**src/rtl/fir_pkg.sv**
```systemverilog
// Shared defaults and elaboration-time helpers for the shift-coefficient FIR.
package fir_pkg;

  localparam int FIR_DATA_W  = 8;
  localparam int FIR_TAPS    = 5;
  localparam int FIR_SHIFT_W = 3;

  // Ceiling log2; used for address and output growth widths.
  function automatic int clog2(input int value);
    int result;
    result = 0;
    while ((32'sd1 << result) < value) begin
      result = result + 32'sd1;
    end
    return result;
  endfunction

  // Power-on shift for tap k: older taps are attenuated less, clamped to the field maximum.
  function automatic int sh_reset(input int taps, input int k, input int shift_w);
    int limit;
    limit = (32'sd1 << shift_w) - 32'sd1;
    if ((taps - k) < limit) begin
      return taps - k;
    end else begin
      return limit;
    end
  endfunction

endpackage

```
**src/rtl/fir_delay_line.sv**
```systemverilog
// Sample delay line: tap[0] takes the new sample, every other tap takes its
// younger neighbour on each shift. Flattened with tap[0] in the low bits.
module fir_delay_line #(
  parameter int DATA_W = 8,
  parameter int TAPS   = 5
) (
  input  logic                     clk,
  input  logic                     rst,
  input  logic                     shift_en,
  input  logic                     clr,
  input  logic [DATA_W-1:0]        din,
  output logic [TAPS*DATA_W-1:0]   taps
);

  logic [TAPS*DATA_W-1:0] taps_r;

  // Delay-line storage: async clear on reset, flush on clr, shift on accept.
  always_ff @(posedge clk or negedge rst) begin
    if (!rst) begin
      taps_r <= {(TAPS*DATA_W){1'b0}};
    end else if (clr) begin
      taps_r <= {(TAPS*DATA_W){1'b0}};
    end else if (shift_en) begin
      taps_r <= {taps_r[(TAPS-1)*DATA_W-1:0], din};
    end else begin
      taps_r <= taps_r;
    end
  end

  assign taps = taps_r;

endmodule

```
**src/rtl/fir_shift_pipe.sv**
```systemverilog
// Multiplier-free FIR: each tap is right-shifted by a programmable amount and
// the shifted taps are summed into a registered, lossless result with a
// valid/ready handshake on both sides.
module fir_shift_pipe
  import fir_pkg::*;
#(
  parameter  int DATA_W  = FIR_DATA_W,
  parameter  int TAPS    = FIR_TAPS,
  parameter  int SHIFT_W = FIR_SHIFT_W,
  localparam int AW      = clog2(TAPS),
  localparam int OUT_W   = DATA_W + clog2(TAPS)
) (
  input  logic               clk,
  input  logic               rst,
  input  logic [DATA_W-1:0]  x,
  input  logic               in_valid,
  output logic               in_ready,
  input  logic               clr,
  input  logic               cfg_we,
  input  logic [AW-1:0]      cfg_addr,
  input  logic [SHIFT_W-1:0] cfg_shift,
  output logic [OUT_W-1:0]   dataout,
  output logic               out_valid,
  input  logic               out_ready
);

  logic [TAPS*DATA_W-1:0] taps_s;
  logic [DATA_W-1:0]      tap_new_s [TAPS];
  logic [SHIFT_W-1:0]     sh_r [TAPS];
  logic [OUT_W-1:0]       sum_s;
  logic [OUT_W-1:0]       dataout_r;
  logic                   out_valid_r;
  logic                   in_ready_s;
  logic                   accept_s;
  logic                   unused_last_tap_s;

  // A new sample may enter whenever the output slot is free or being drained,
  // except during a flush.
  assign in_ready_s = (!out_valid_r || out_ready) && !clr;
  assign accept_s   = in_valid && in_ready_s;

  assign in_ready  = in_ready_s;
  assign dataout   = dataout_r;
  assign out_valid = out_valid_r;

  fir_delay_line #(
    .DATA_W (DATA_W),
    .TAPS   (TAPS)
  ) u_delay_line (
    .clk      (clk),
    .rst      (rst),
    .shift_en (accept_s),
    .clr      (clr),
    .din      (x),
    .taps     (taps_s)
  );

  // The oldest stored tap drops off the end on a shift and is never summed.
  assign unused_last_tap_s = ^taps_s[TAPS*DATA_W-1 -: DATA_W];

  // Tap values as they will stand after this accept (x enters at tap 0).
  always_comb begin
    tap_new_s[0] = x;
    for (int k = 1; k < TAPS; k++) begin
      tap_new_s[k] = taps_s[(k-1)*DATA_W +: DATA_W];
    end
  end

  // Adder tree over shifted taps; OUT_W holds TAPS full-scale samples.
  always_comb begin
    sum_s = {OUT_W{1'b0}};
    for (int k = 0; k < TAPS; k++) begin
      sum_s = sum_s + OUT_W'(tap_new_s[k] >> sh_r[k]);
    end
  end

  // Coefficient file: reset to the default taper, written by cfg_we.
  // Out-of-range addresses match no entry; clr leaves coefficients alone.
  always_ff @(posedge clk or negedge rst) begin
    if (!rst) begin
      for (int k = 0; k < TAPS; k++) begin
        sh_r[k] <= SHIFT_W'(sh_reset(TAPS, k, SHIFT_W));
      end
    end else begin
      for (int k = 0; k < TAPS; k++) begin
        if (cfg_we && (cfg_addr == AW'(k))) begin
          sh_r[k] <= cfg_shift;
        end else begin
          sh_r[k] <= sh_r[k];
        end
      end
    end
  end

  // Output slot: load on accept, empty on consume, hold under backpressure.
  always_ff @(posedge clk or negedge rst) begin
    if (!rst) begin
      dataout_r   <= {OUT_W{1'b0}};
      out_valid_r <= 1'b0;
    end else if (clr) begin
      dataout_r   <= {OUT_W{1'b0}};
      out_valid_r <= 1'b0;
    end else if (accept_s) begin
      dataout_r   <= sum_s;
      out_valid_r <= 1'b1;
    end else if (out_ready) begin
      dataout_r   <= dataout_r;
      out_valid_r <= 1'b0;
    end else begin
      dataout_r   <= dataout_r;
      out_valid_r <= out_valid_r;
    end
  end

endmodule

```
**config.mk**
```make
export PLATFORM = sky130hd
export DESIGN_NAME = fir_shift_pipe
export DESIGN_NICKNAME = d
export VERILOG_FILES = /design/src/rtl/fir_pkg.sv /design/src/rtl/fir_delay_line.sv /design/src/rtl/fir_shift_pipe.sv
export SDC_FILE = /design/constraint.sdc
export NUM_CORES = 1
export LEC_CHECK = 0
export BUFFER_PORTS_ARGS = -buffer_cell sky130_fd_sc_hd__buf_2
export CAP_MARGIN = 20
export CORE_UTILIZATION = 56
export CTS_CLUSTER_DIAMETER = 100
export DETAILED_ROUTE_END_ITERATION = 8
export HOLD_SLACK_MARGIN = 0.1
export PLACE_DENSITY_LB_ADDON = 0.15
export SYNTH_ARGS = -nofsm -noshare
export SYNTH_HDL_FRONTEND = slang
export SYNTH_HIERARCHICAL = 1
export SYNTH_SLANG_ARGS = --single-unit
```
**constraint.sdc**
```tcl
create_clock -name clk -period 4.4 [get_ports clk]
set_clock_uncertainty 0.2 [all_clocks]
set_input_delay 0.22 -clock clk [delete_from_list [all_inputs] [get_ports clk]]
set_output_delay 0.22 -clock clk [all_outputs]
set_load 0.1 [all_outputs]
```
Yosys cells after proc, flatten, opt, wreduce, memory -nomap -nowiden --
Index checks and enable logic that the tools add are counted.
Operators by class: shift-type cells 5, muxes and demuxes 7, reduce and logical (&&, ||, !) cells 13, add/subtract/negate cells 4, equal/unequal tests 4
Operator list (count):
- $mux 32 | 2
- $shr 8x3->11 | 5
- $add 11x11->11 | 4
- $mux 11 | 2
- $logic_and 1x1->1 | 7
- $eq 3x2->1 const B | 2
- $eq 3x1->1 const B | 1
- $eq 3x3->1 const B | 1
- $logic_not 3->1 | 1
- $mux 1 | 3
- $reduce_bool 3->1 | 1
- $logic_not 1->1 | 2
- $reduce_bool 2->1 | 1
- $logic_or 1x1->1 | 1
Word-level totals: output and inout port bits 13, input port bits 20, logic and storage cells 41, register bits 59

Depth between registers and ports, before layout --
Gate-level depths: netlist (run 1).
depth in word-level cells 7, gate-level depth with buffers 17, depth with buffers taken out 16

Modules after synthesis --
The synthesis (run 1) kept the hierarchy.
Modules (own cells, without submodules):
- fir_shift_pipe | seq. area each 684.4 um^2, cells each 373, times used 1, area each 3305.7 um^2
- fir_delay_line | seq. area each 1001.0 um^2, cells each 129, times used 1, area each 1657.8 um^2

Worst setup path before layout (run 1) --
Ideal clock, no wire load.
path type reg2reg, from register sh_r[6] in the netlist's numbering, to register dataout_r[7], in the netlist dataout[7], setup slack -0.060 ns, cell stages (with the launch flop) 17, arrival time 4.189 ns, period minus slack after synthesis 4.460 ns, buffers on the path 1, data required time 4.128 ns, path through dfstp_2 > clkbuf_1 > nand2_1 > o22a_1 > nand2_1 > o21ai_0 > fa_1 > fa_1 > fa_1 > inv_1 > ha_1 > inv_1 > fa_1 > nor2b_4 > o31a_1 > or4_1 > nand3_1
Between the ends: word-level cells in the longest chain between the ends 6
RTL lines:
- start, declared | RTL line fir_shift_pipe.sv:29 | logic [SHIFT_W-1:0] sh_r [TAPS];
- start signal, assigned by index | RTL line fir_shift_pipe.sv:82 | sh_r[k] <= SHIFT_W'(sh_reset(TAPS, k, SHIFT_W));
- start signal, assigned by index | RTL line fir_shift_pipe.sv:87 | sh_r[k] <= cfg_shift;
- start signal, assigned by index | RTL line fir_shift_pipe.sv:89 | sh_r[k] <= sh_r[k];
- $shr 8x3->11 | RTL line fir_shift_pipe.sv:73 | sum_s = sum_s + OUT_W'(tap_new_s[k] >> sh_r[k]);
- $add 11x11->11 (3 in a row) | RTL line fir_shift_pipe.sv:73
- $mux 11 | RTL line fir_shift_pipe.sv:103 | end else if (accept_s) begin
- $mux 11 | RTL line fir_shift_pipe.sv:100 | end else if (clr) begin
- end signal, assigned | RTL line fir_shift_pipe.sv:101 | dataout_r <= {OUT_W{1'b0}};
- end signal, assigned | RTL line fir_shift_pipe.sv:104 | dataout_r <= sum_s;
- end signal, assigned | RTL line fir_shift_pipe.sv:107 | dataout_r <= dataout_r;
- end, declared | RTL line fir_shift_pipe.sv:31 | logic [OUT_W-1:0] dataout_r;
No other way between the ends. The select of a mux whose other input is x is not followed. A chain may end at the register's enable or synchronous reset.

Final worst setup path (run 1) --
from register sh_r[6] in the netlist's numbering, to register dataout_r[5], in the netlist dataout[5]
The elaborated chain is that of the path after synthesis.

==> results of run 1 <==
==> per-layer routing <==
layer,up-vias,wire length [um]
met4,0,149
met1,1832,5080
met5,-,0
met2,74,5420
met3,18,340
li1,1767,-
==> power groups by stage <==
stage	clock network (W)	logic [W]	registers (W)
floorplan	0	0.000802	0.000861
global placement	0	0.00117	0.000732
detailed placement	0	0.00119	0.000738
CTS	0.000542	0.00121	0.000725
global route	0.000569	0.00144	0.000737
finish	0.000533	0.00129	0.000723
==> flip-flops by register name, indices dropped and copies added, names as in the netlist <==
signal             cells
out_valid              1
u_delay_line/taps     32
dataout               11
sh_r                  15
==> through the flow <==
step	setup slack, ns	setup TNS (ns)	total power, W	utilization
CTS	0.0164	0	0.00248	0.666
global placement	0.00154	0	0.00190	0.619
floorplan	0.0189	0	0.00166	-
global route	-0.0920	-0.292	0.00274	0.674
finish	0.0683	0	0.00255	0.674
detailed placement	-0.0932	-0.181	0.00193	0.619
==> worst register-to-register path, stage by stage (launching register included) <==
cell      delay, ns
dfstp_2        0.58
mux4_2         0.52
o21ai_2        0.16
fa_1           0.44
fa_1           0.59
fa_1           0.42
inv_1          0.07
ha_2           0.19
inv_2          0.04
fa_2           0.36
nor2b_4        0.13
o31a_1         0.15
buf_6          0.11
a211oi_2       0.04
a31o_2         0.22
==> cells in the final DEF, fill, tap and decap left out, drive strengths merged, types with 2 or more instances in the layout <==
master / n
a211o: 2
a211oi: 9
a21oi: 15
a31o: 3
a31oi: 4
and3: 2
and4bb: 2
buf: 56
clkbuf: 11
clkinv: 2
clkinvlp: 3
dfrtp: 52
dfstp: 7
dlygate4sd3: 14
fa: 23
ha: 11
inv: 41
mux2: 22
mux2i: 66
mux4: 3
nand2: 27
nand2b: 9
nand3: 7
nand3b: 2
nand4: 2
nor2: 60
nor2b: 9
nor3: 9
nor4b: 4
o2111ai: 4
o211a: 2
o211ai: 2
o21a: 2
o21ai: 22
o22a: 2
o22ai: 4
or2: 2
or3: 2
==> how the worst min path moves through the flow <==
stage	cells past startpoint	to	slack (ns)	startpoint
6_report	3	sh_r[0]	0.17	cfg_addr[0]
4_1_cts	3	sh_r[0]	0.16	cfg_addr[0]
3_3_place_gp	2	u_delay_line/taps[29]	0.23	rst
3_5_place_dp	2	dataout[0]	0.23	rst
5_1_grt	3	sh_r[4]	0.18	cfg_we
2_1_floorplan	0	dataout[0]	-0.28	rst
==> layout make-up <==
class | count | area (sq um) | share of cell area
flip-flops and latches | 59 | 1490 | 0.280
repair buffers | 70 | 484 | 0.0911
inverters | 42 | 158 | 0.0297
clock buffers | 11 | 151 | 0.0285
well taps | 102 | 128 | 0.0240
multi-input cells | 348 | 2840 | 0.535
clock inverters | 5 | 61.3 | 0.0115
==> what timing repair did <==
action,CTS,global route
setup buffers,1,4
pin swaps,6,6
gates resized for setup,5,9
hold endpoints to repair,76,0
endpoints found under the setup margin,5,6
hold buffers,14,0
==> results, run 1 <==
- The run finished with clean final reports.
- The final-layout worst hold slack is 0.173 ns.
- The total area inside the core boundary comes to 7890 sq um.
- The initial antenna violation count came to 0.
- The share of layout cells above drive strength 1 is 0.239.
- The die outline area is 8680 sq um.
- The antenna violation net count after detailed routing is 0.
- Static timing analysis puts the maximum clock frequency at 231 MHz.
- In this run the mean area of a mapped cell was 9.73 sq um.
- The number of placed instances, taps included is 602.
- Clock latency on the worst-skew pair, taken at its later pin, is 0.35 ns.
- The global-route total usage across every layer is 0.269.
- The final cell count without fillers is 637.
- The relative area change from synthesis to final layout is 14.3%.
- The via count of the first global-routing pass is 3623.
- The clock transition time at the flip-flop clock pins of the worst setup and hold paths is 0.07 ns.
- In the final routed layout, each cell accounts on average for 17.3 um.
- Setup repair after global routing could not meet its margin everywhere.
- The finished cells cover 5320 sq um.
- The number of antenna cells inserted is 0.
- The number of nets in the final layout is 584.
- The total via count after detailed routing is 3691.
- The cell family contributing the most delay on the critical path is adder cells.
- The first global-routing pass estimated 17900 um of wire.
- Setup violations remaining at the end of the flow were counted as 0.
- The launching point of the worst reg2reg path is sh_r[6].
- The number of inserted filler cells in the final layout is 619.
- The proportion of power drawn by the clock network is 0.209.
- In this run the most used layer during global routing was met2.
- The final period demand of the worst path is 4.33 ns.
- After detailed placement, the total cell area comes to 4880 sq um.
- The count of endpoints failing hold in the final timing report is 0.
- The netlist area before placement is 4650 sq um.
- The count of synthesis-stage warnings from yosys is 6.
- The cell with the most instances on the worst path is fa_1.
- For this run, global-route usage on met1 was measured as 0.353.
- In the routed design, unresolved DRC markers number 0.
- In this run the power density over the cells is 479 nW/um^2.
- The share of total power dissipated in combinational logic is 0.508.
- Counting the buffers created by CTS gives 9.
- The total number of placement rows is 32.
- After legalization and detailed placement, the total HPWL measured 7820 um.
- The switching part of the total is 0.429.
- The critical path starts at sh_r[6].
- The count of buffers from port buffering is 32.
- Synthesis produced 478 cells.
- The analysis attributes to cell leakage a power of 2.48 nW.
- The critical path goes through mux4_2, o21ai_2, fa_1, fa_1, fa_1, inv_1, ha_2, inv_2, fa_2, nor2b_4, o31a_1, buf_6, a211oi_2, a31o_2.
- Internal power comes to 0.00146 W.
- STA puts the critical path data required time at 4.44 ns.
- The nature of the critical path endpoint is a register.
- The met3 global-route usage is 0.0415.
- The max-slew violation count was 0.
- The overall die width is 93.2 um.
- The floorplan step set the die height to 93.2 um.
- The flop-to-flop setup slack is 0.07 ns.
- During I/O placement, the number of pins put on the boundary was 33.
- The analysis attributes to net switching a power of 0.00109 W.
- Wires add up to 11000 um.
- Counting both buffers and inverters, the worst setup path holds a total of 3.
- The initial core utilization is 0.590.
- The type of the most critical hold path is input port to register.
- Entering global routing, the biggest net connects 60 pins.
- The global routing usage on met2 is 0.458.
- Counting cells, the worst reg-to-reg path comes to 14.
- The total nets after synthesis is 532.
- In this run the worst path has a maximum fanout of 4.
- The H-tree depth reported by CTS is 3.
- The cell count along the critical path is 14.
- The tree built by TritonCTS fans out to 59 sinks.
- The critical path ends at dataout[5].
- The largest incremental delay on the critical path is 0.59 ns.
- The tightest slew margin relative to the limit is 0.393.
- In this run the clock root is driven by a clkbuf_8.
- STA classifies the critical path startpoint as a register.
- The total global routing overflow is 0.
- At the pin with the least slew margin, the transition time is 0.898 ns.
- The mean number of vias per cell is 5.79.
- The register share of total power is 0.283.
- The number of optimization iterations in the first detailed-route pass is 4.
- The worst register-to-register path ends at dataout[5].
- In this run, the number of DRC markers left after iteration 0 of detailed routing was 154.
- The worst supply voltage drop on vdd is 0.000239 V.
- The max-capacitance violation count is 0.
- The slowest stage cell on the critical path is fa_1.
- TritonCTS built the clock tree.
- Data on the critical path arrives at its endpoint at 4.37 ns.
- By startpoint and endpoint, the worst setup path is classified as register to register.
- Dividing the final minimum period by the clock period gives 0.984.
- The placer congestion estimate is 0.892.
- No sink is reached through more buffers than the 2 on the longest clock path.
(Power assumes the default switching activity.)
==> run 2: changes to the inputs <==
Settings changed: CORE_UTILIZATION 56 to 25, PLACE_DENSITY from default to 0.52, PLACE_DENSITY_LB_ADDON 0.15 to default.
==> run 2 against run 1 <==
Net effect:
- the run now ends with DRC left
- maximum frequency is 1.2% lower
- hold slack improved by 0.0013 ns
- non-clock buffer count is 17 higher
==> results, run 2 (synthesis results as in run 1) <==
- The logic gate share of total power is 0.503.
- The worst supply voltage drop on vdd is 0.000231 V.
- Measured along the y axis, the die boundary spans 138 um.
- The first TritonRoute pass finished after 7 iterations.
- The clock transition time at the flip-flop clock pins of the worst setup and hold paths is 0.06 ns.
- The initial core utilization is 0.257.
- The maximum number of buffers from clock root to sink is 2.
- At the pin with the least slew margin, the transition time is 0.927 ns.
- The flop-to-flop setup slack is 0.01 ns.
- The initialized floorplan defines 49 standard-cell rows.
- The share of layout cells above drive strength 1 is 0.290.
- In this run the power density over the cells is 530 nW/um^2.
- The type of origin of the critical path is a register.
- The clock latency on the worst-skew pair is 0.34 ns.
- The repair_antennas step left the layout with diodes totalling 0.
- The tree built by TritonCTS fans out to 59 sinks.
- The final-layout worst hold slack is 0.174 ns.
- Setup repair after global routing could not meet its margin everywhere.
- The mean number of vias per cell is 4.75.
- The first global-routing pass estimated 19800 um of wire.
- The die covers 19200 sq um.
- The flow ran to the end, but the final reports show violations.
- The global-route total usage across every layer is 0.131.
- The nature of the critical path endpoint is a register.
- For this run, design rule violations remaining after detail routing come to 6.
- During I/O placement, the number of pins put on the boundary was 33.
- The H-tree depth reported by CTS is 3.
- The routed length per placed instance is 15.5 um.
- The register share of total power is 0.235.
- The internal cell power is 0.00187 W.
- On the worst path, the slowest cell contributes a delay of 0.58 ns.
- The final wirelength is 12100 um.
- The total global routing overflow is 0.
- The tree is rooted in a clkbuf_16.
- The detailed router placed 3708 vias in this run.
- The total chip power is 0.00310 W.
- The max-capacitance violation count is 0.
- The initial antenna violation count is 0.
- The worst path needs 4.39 ns of the cycle, external delays included.
- The number of setup violations in the final report is 0.
- Entering global routing, the biggest net connects 60 pins.
- TritonCTS built the clock tree.
- The proportion of power drawn by the clock network is 0.262.
- Summed over all cells, the static leakage comes to 2.64 nW.
- The maximum clock frequency is 228 MHz.
- The placed wire-length estimate is 8730 um.
- The total net switching power is 0.00122 W.
- The overall die width is 138 um.
- The via count of the first global-routing pass is 3742.
- Traced cell by cell, the critical path runs through mux4_2, o21ai_2, fa_1, fa_1, fa_1, inv_2, ha_4, inv_2, fa_2, nor2b_4, o31a_1, or4_1, nand3_1.
- The critical path is of the register to register type.
- The register with the most flip-flops in the layout has 32 of them.
- Dividing the final minimum period by the clock period gives 0.997.
- The switching part of the total is 0.395.
- Along the worst path, the maximum fanout reaches 4.
- The data required time of the critical path is 4.47 ns.
- Buffers inserted during clock tree synthesis total 9.
- Routability-driven placement finished with a final weighted congestion of 0.847.
- The placeable core region is 18100 sq um.
- Measured against its own limit, the worst slew margin works out to 0.373.
- The final reports fail on DRC.
- The arrival time of data at the critical path endpoint is 4.45 ns.
- The count of endpoints failing hold in the final timing report is 0.
- At the end of the flow, the number of nets in the layout was 601.
- After the first detailed-routing iteration, the DRC count stood at 223.
- The max-slew violation count came to 0.
- The library cells used most frequently in the layout, excluding fill and tap cells, are mux2i_1 (65), nor2_1 (59), dfrtp_1 (51).
- The slowest stage cell on the critical path is dfstp_2.
- The cell that appears most often on the critical path is fa_1.
- The antenna violation net count after detailed routing is 0.
- In this run the worst hold path is classified as input port to register.
- The count of buffers from port buffering is 32.
- From synthesis to final layout, the design area changed by 25.5%.
- Leaving out fill and tap cells, the most frequent cell in the layout is mux2i_1.
## run 2: changes by cell type in the layout (fill, tap and decap cells not counted), sizes merged
cell	before	now
clkinvlp	3	1
bufinv	1	3
inv	41	42
clkinv	2	1
buf	56	73
## run 2: critical path, delay by kind of cell (launching register included)
kind | cells | cell delay, ns
fa+ha+maj | 5 | 1.93
compound gates | 2 | 0.44
simple gates | 3 | 0.54
mux | 1 | 0.53
buf+inv | 2 | 0.10
flops | 1 | 0.58
## run 2: final cells by class
cell class / count / area (sq um)
fillers: 1859 / 12200
multi-input cells: 348 / 2930
flip-flops and latches: 59 / 1490
repair buffers: 87 / 647
well taps: 229 / 287
clock buffers: 11 / 233
inverters: 42 / 158
clock inverters: 5 / 103
## run 2: timing repair
item,in CTS,in global routing
endpoints found under the setup margin,4,7
buffers inserted,0,10
cloned,0,0
pin swaps,10,22
hold endpoints to repair,74,0
hold buffers,14,0
resized for setup,9,32
## run 2: worst paths after layout
kind / startpoint / to / cells after the start
min in group asynchronous: rst / u_delay_line/taps[29] / 3
min: cfg_addr[2] / sh_r[14] / 3
max reg2reg: sh_r[6] / dataout[7] / 13
max: sh_r[6] / dataout[7] / 13
min reg2reg: dataout[5] / dataout[5] / 1
max in group asynchronous: rst / sh_r[9] / 3
## run 2: per-stage QoR
step	std cells	area (sq um)	setup WS (ns)	utilization	TNS, ns
after CTS	770	5630	-0.0160	0.311	-0.0214
final	781	5840	0.0149	0.323	0
after floorplan	478	4650	0.0189	-	0
after global routing	781	5840	-0.133	0.323	-0.602
after detailed placement	740	5120	-0.126	0.283	-0.213
after global placement	740	5120	-0.0432	0.283	-0.0432
## run 2: power by group through the flow
stage / logic, W / clock network, W / registers (W)
finish: 0.00156 / 0.000811 / 0.000728
global route: 0.00170 / 0.000846 / 0.000744
CTS: 0.00132 / 0.000826 / 0.000729
detailed placement: 0.00129 / 0 / 0.000736
global placement: 0.00127 / 0 / 0.000733
floorplan: 0.000802 / 0 / 0.000861
## run 2: metal layers
metal	vias to the layer above	share of wire	track usage	wire length (um)
li1	1805	-	-	-
met1	1812	0.48	0.176	5830
met2	78	0.47	0.211	5740
met3	13	0.031	0.0256	379
met4	0	0.015	0.0384	185
met5	-	0	0	0
